--- src/rtl/fetch_sequencer.sv ---
// fetch_sequencer: program counter owner and instruction presenter
// for a synchronous-read program memory with one cycle of latency.
module fetch_sequencer #(
  parameter int         AB      = 11,
  parameter int         DB      = 16,
  parameter logic [4:0] HALT_OP = 5'b00000
) (
  input  logic          clk,
  input  logic          rst_n,
  input  logic          start,
  input  logic [AB-1:0] start_addr,
  output logic [AB-1:0] mem_addr,
  input  logic [DB-1:0] mem_data,
  output logic [DB-1:0] instr,
  output logic [AB-1:0] instr_pc,
  output logic          instr_valid,
  input  logic          instr_ready,
  input  logic          jump_en,
  input  logic [AB-1:0] jump_addr,
  output logic          halted,
  output logic [15:0]   retired_count
);

  localparam logic [1:0] S_IDLE   = 2'd0;
  localparam logic [1:0] S_FETCH  = 2'd1;
  localparam logic [1:0] S_VALID  = 2'd2;
  localparam logic [1:0] S_HALTED = 2'd3;

  localparam logic [15:0] CNT_MAX = 16'hFFFF;

  logic [1:0]    state_q, state_d;
  logic [AB-1:0] pc_q, pc_d;
  logic [15:0]   cnt_q, cnt_d;

  logic is_halt;
  logic cnt_inc;
  logic cnt_clr;

  assign is_halt = (mem_data[DB-1 -: 5] == HALT_OP);

  // Outputs are a pure function of state and pc; instr follows mem_data.
  assign mem_addr      = pc_q;
  assign instr_pc      = pc_q;
  assign instr_valid   = (state_q == S_VALID);
  assign instr         = instr_valid ? mem_data : '0;
  assign halted        = (state_q == S_HALTED);
  assign retired_count = cnt_q;

  // Next state and pc; jump beats handshake, start only when stopped.
  always_comb begin
    state_d = state_q;
    pc_d    = pc_q;
    cnt_inc = 1'b0;
    cnt_clr = 1'b0;
    unique case (state_q)
      S_IDLE, S_HALTED: begin
        if (start) begin
          pc_d    = start_addr;
          cnt_clr = 1'b1;
          state_d = S_FETCH;
        end
      end
      S_FETCH: begin
        if (jump_en) begin
          pc_d = jump_addr;
        end else begin
          state_d = S_VALID;
        end
      end
      S_VALID: begin
        if (jump_en) begin
          pc_d    = jump_addr;
          state_d = S_FETCH;
        end else if (instr_ready && is_halt) begin
          cnt_inc = 1'b1;
          state_d = S_HALTED;
        end else if (instr_ready) begin
          cnt_inc = 1'b1;
          pc_d    = pc_q + AB'(1);
          state_d = S_FETCH;
        end
      end
      default: begin
        state_d = S_IDLE;
      end
    endcase
  end

  // Retired counter: cleared on start, saturating on handshake.
  always_comb begin
    cnt_d = cnt_q;
    if (cnt_clr) begin
      cnt_d = '0;
    end else if (cnt_inc && (cnt_q != CNT_MAX)) begin
      cnt_d = cnt_q + 16'd1;
    end
  end

  // State registers with synchronous active-low reset.
  always_ff @(posedge clk) begin
    if (!rst_n) begin
      state_q <= S_IDLE;
      pc_q    <= '0;
      cnt_q   <= '0;
    end else begin
      state_q <= state_d;
      pc_q    <= pc_d;
      cnt_q   <= cnt_d;
    end
  end

endmodule
--- config.mk ---
export PLATFORM = sky130hd
export DESIGN_NAME = fetch_sequencer
export DESIGN_NICKNAME = d
export VERILOG_FILES = /design/src/rtl/fetch_sequencer.sv
export SDC_FILE = /design/constraint.sdc
export NUM_CORES = 1
export LEC_CHECK = 0
export CAP_MARGIN = 10
export CORE_AREA = 2 2 72 74
export CTS_CLUSTER_SIZE = 20
export DETAILED_ROUTE_END_ITERATION = 7
export DIE_AREA = 0 0 74 76
export PLACE_DENSITY_LB_ADDON = 0.12
export SLEW_MARGIN = 40
export SYNTH_ARGS = -nofsm -noshare
export SYNTH_HDL_FRONTEND = slang
export SYNTH_SLANG_ARGS = --single-unit
--- constraint.sdc ---
create_clock -name clk -period 4.6 [get_ports clk]
set_input_delay 0.92 -clock clk [delete_from_list [all_inputs] [get_ports clk]]
set_output_delay 0.92 -clock clk [all_outputs]
set_load 0.1 [all_outputs]
After elaboration in Yosys (flattened, before gate mapping) --
Index checks and enable logic that the tools add are counted.
Storage, ports and cells: output and inout port bits 56, word-level logic and storage cells 43, register bits 29
Cells by class: bitwise gates (word level) 1, reduce and logical (&&, ||, !) cells 8, multiplexer cells 19, add/sub/neg operators 2, equal/unequal tests 10
Operator list (count):
- 11-bit 2-to-1 mux | 5
- 11-bit case mux with 3 select lines | 1
- 16-bit by 1-bit adder with 16-bit output (second input constant) | 1
- 16-bit 2-to-1 mux | 1
- 16-bit != test (second input constant) | 1
- 11-bit by 1-bit adder with 11-bit output (second input constant) | 1
- 2-bit 2-to-1 mux | 5
- 1-bit 2-to-1 mux | 6
- 2-bit != test (second input constant) | 3
- 2-bit case mux with 3 select lines | 1
- 5-bit logical NOT | 1
- 2-bit == test (second input constant) | 2
- 4-bit by 1-bit != test with 1-bit output (second input constant) | 1
- 4-bit AND reduction | 1
- 2-bit OR reduction | 2
- 3-bit by 1-bit != test with 1-bit output (second input constant) | 1
- 3-bit != test (second input constant) | 1
- 3-bit AND reduction | 1
- 2-bit by 1-bit == test with 1-bit output (second input constant) | 1
- 1-bit logical AND | 2
- 2-bit logical NOT | 1
- 1-bit NOT | 1

Depth between registers and ports, before layout --
word-level depth 6, gate-level depth with buffers 9, mapped depth without buffers 7

Least setup slack after synthesis --
No wires, ideal clock.
kind reg2out, from reg state_q[0], to out instr[10], path buffers 3, slack 0.959 ns, cell stages (with the launch flop) 7, data arrival time 2.721 ns, path through dfxtp_1 > inv_1 > ha_1 > buf_2 > clkbuf_1 > clkbuf_1 > and2_1
On the way: cells in the longest elaborated chain, start to end 2
Ends and longest elaborated chain:
- from (decl) | RTL line 31 | logic [1:0] state_q, state_d;
- from (signal assigned) | RTL line 106 | state_q <= state_d;
- 2-bit == test | RTL line 44 | assign instr_valid = (state_q == S_VALID);
- via instr_valid | RTL line 16 | output logic instr_valid,
- 16-bit 2-to-1 mux | RTL line 45 | assign instr = instr_valid ? mem_data : '0;
- to (decl) | RTL line 14 | output logic [DB-1:0] instr,
The timed path passes the listed nets, and every way through them passes these cells.

Worst setup path after layout --
from in mem_data[11], to out instr[11]
On the way: cells in the longest elaborated chain, start to end 1
Ends and longest elaborated chain:
- from (decl) | RTL line 13 | input logic [DB-1:0] mem_data,
- 16-bit 2-to-1 mux | RTL line 45
Every way passes these cells.

==> impl_metrics.json <==
{
  "synth_top_area_share_pct": 28.4,
  "synth-edff-count": 0,
  "cp_max_fo": 3,
  "synthTopCellsByArea": "dfxtp_1 28%, nand2_1 6.4%, xnor2_1 6.0%",
  "arrival_ps": 1860,
  "cts_num_sinks": 29,
  "viasPerCell": 5.05,
  "yosysWarnings": 0,
  "worstHoldStart": "retired_count[15]$_SDFFE_PP0P_",
  "layout.nets": 388,
  "ys_ff_latch": 29,
  "n_fill_cell": 481,
  "synth_cells": 259,
  "crit_start": "mem_data[11]",
  "synth.avg_cell_area_um2": 7.89,
  "worst_path_largest_cell_delay_ps": 510,
  "clock-root-buffer": "clkbuf_8",
  "dpl_cell_area_mm2": 0.00273,
  "dieArea_mm2": 0.00562,
  "start_util_pct": 41.6,
  "fin_skew_ps": 3.39,
  "whs_ps": 536,
  "ant_nets": 0,
  "htree_levels": 2,
  "wl_mm": 5.25,
  "io_pins": 99,
  "grt_max_degree": 29,
  "synth_common_cells": "35 x nand2_1, 29 x dfxtp_1, 24 x nor2_1",
  "power.total_mw": 0.920,
  "synth_top_area_cell": "dfxtp_1",
  "cts_resized": 0,
  "critPathCaptureType": "output port",
  "maxCapViolCount": 0,
  "synth_most_common_cell": "nand2_1",
  "grt_pass1_wl_mm": 8.91,
  "cp_cell_sequence": "clkdlybuf4s50_1 > and2_1 > buf_4",
  "ir_worst_vdd_mv": 0.229,
  "dieWidth_um": 74,
  "cts_max_path_buffers": 2,
  "diodes": 0,
  "instances_no_fill": 411,
  "row_count": 26,
  "clk_pin_slew_ps": 60,
  "drtIter0Drc": 76,
  "synthFlopType": "dfxtp_1",
  "fin_crit_sh_pct": 60.5,
  "postCtsSetupRepairBufs": 0,
  "cp-start-kind": "input port",
  "hold_class": "reg -> reg",
  "total_leakage_power_nw": 1.18,
  "wl_per_cell_um": 12.8,
  "post-place-cells": 403,
  "drc": 0,
  "max_slew_margin_pct": 59.2,
  "critical_path_buf_inv_count": 2,
  "final_area_mm2": 0.00282,
  "gr-usage-all-layers_pct": 19.8,
  "power_density_mw_per_mm2": 327,
  "dp.final_hpwl_mm": 3.98,
  "r2r-start": "state_q[0]$_SDFFE_PN0P_",
  "die_y_um": 76,
  "finish.utilization_pct": 57.4,
  "first_pass_iters": 4,
  "critical-path-top-delay-family": "buffers and inverters",
  "numPortBuffers": 98,
  "drive_gt1_share_pct": 23.2,
  "vias": 2076,
  "ys_seq_area_share_pct": 28.4,
  "routabilityCongestion": 0.789,
  "slew_violations": 0,
  "coreArea_mm2": 0.00491,
  "rsz0062_at_grt": "false",
  "finalSetupViolCount": 0,
  "clk_latency_ps": 280,
  "grt_pass1_vias": 1952,
  "post-route-min-period_ps": 2780,
  "antenna_found_initial": 0,
  "dpl_worst_slack_ps": 1550,
  "hold_viol": 0,
  "synthesis.area_mm2": 0.00204,
  "outcome": "complete, no violations",
  "critical_path_class": "in -> out",
  "globalRouteOverflowTotal": 0,
  "fin_ws_ps": 1820,
  "required_ps": 3680,
  "syn_to_final_growth_pct": 37.9,
  "synth_nets": 307,
  "ctsHoldBuffers": 0,
  "cts_tree": "yes",
  "worst_pin_slew_ps": 611,
  "cpMaxStageDelayCell": "clkdlybuf4s50_1",
  "ys_async_sr_fraction_pct": 0,
  "max_freq_mhz": 359,
  "yosysUniqueCellTypes": 48,
  "fin_tns_setup_ps": 0,
  "numCtsBuffers": 5
}
-- routing by layer --
| layer | vias up | global-route usage [%] | share of wire, % |
|---|---|---|---|
| li1 | 1057 | - | - |
| met1 | 954 | 24.4 | 44 |
| met2 | 59 | 33.8 | 50 |
| met3 | 6 | 4.50 | 5.2 |
| met4 | 0 | 5.64 | 1.1 |
| met5 | - | 0 | 0 |
-- cell usage in the layout, fill, tap and decap left out, types with 2 or more instances in the layout --
cell type,netlist,routed
nor4_2,2,2
ha_1,5,4
xor2_1,9,9
dfxtp_1,29,29
a211oi_1,4,4
nor2_1,24,24
mux2i_1,2,2
buf_4,12,16
nor3_1,2,2
nand3_1,13,13
clkdlybuf4s50_1,0,42
buf_2,3,40
o211ai_1,3,3
a32o_1,7,7
nand4_1,5,5
inv_1,9,9
o21ai_0,12,12
clkinv_2,0,2
and3_1,3,3
and2_1,18,18
clkbuf_8,0,5
xnor2_1,14,14
o22ai_1,3,3
nand2_1,35,35
a21oi_1,11,11
-- cell type report --
class	count	area (µm²)	share of cell area, %
clock buffer	6	72.6	2.58
clock inverter	2	10.0	0.355
inverter	9	33.8	1.20
multi-input combinational	197	1290	45.9
sequential	29	581	20.6
tap	70	87.6	3.11
timing repair buffer	98	741	26.3
-- worst min-delay path, stage by stage (launching register included) --
cell	delay, ps
dfxtp_1	350
xor2_1	80
nor2_1	70
-- state kept, by name, summed over array words and instances (netlist names) --
signal / count
instr_pc: 11
retired_count: 16
state_q: 2
-- worst paths after layout --
path	endpoint	slack, ps	depth (start not counted)
min reg2reg	retired_count[15]$_SDFFE_PP0P_	540	2
max reg2reg	retired_count[11]$_SDFFE_PP0P_	2360	7
min	retired_count[15]$_SDFFE_PP0P_	540	2
max	instr[11]	1820	3
-- logic make-up (layout without fill, tap and decap cells) --
family	after synthesis	in the layout	share of synthesized area, %
simple gates	113	113	29.2
compound gates	54	54	20.1
buf+inv	33	115	8.45
flops	29	29	28.4
xor+xnor	23	23	9.86
fa+ha+maj	5	5	3.06
mux	2	2	0.980
-- report_power, final --
group | switching [mW] | internal, mW | total [mW] | leakage [nW]
Clock | 0.100 | 0.105 | 0.205 | 0.0450
Sequential | 0.0271 | 0.268 | 0.295 | 0.236
Combinational | 0.320 | 0.100 | 0.420 | 0.900
Total | 0.447 | 0.473 | 0.920 | 1.18
No activity file was read; power rests on OpenSTA's default activity.
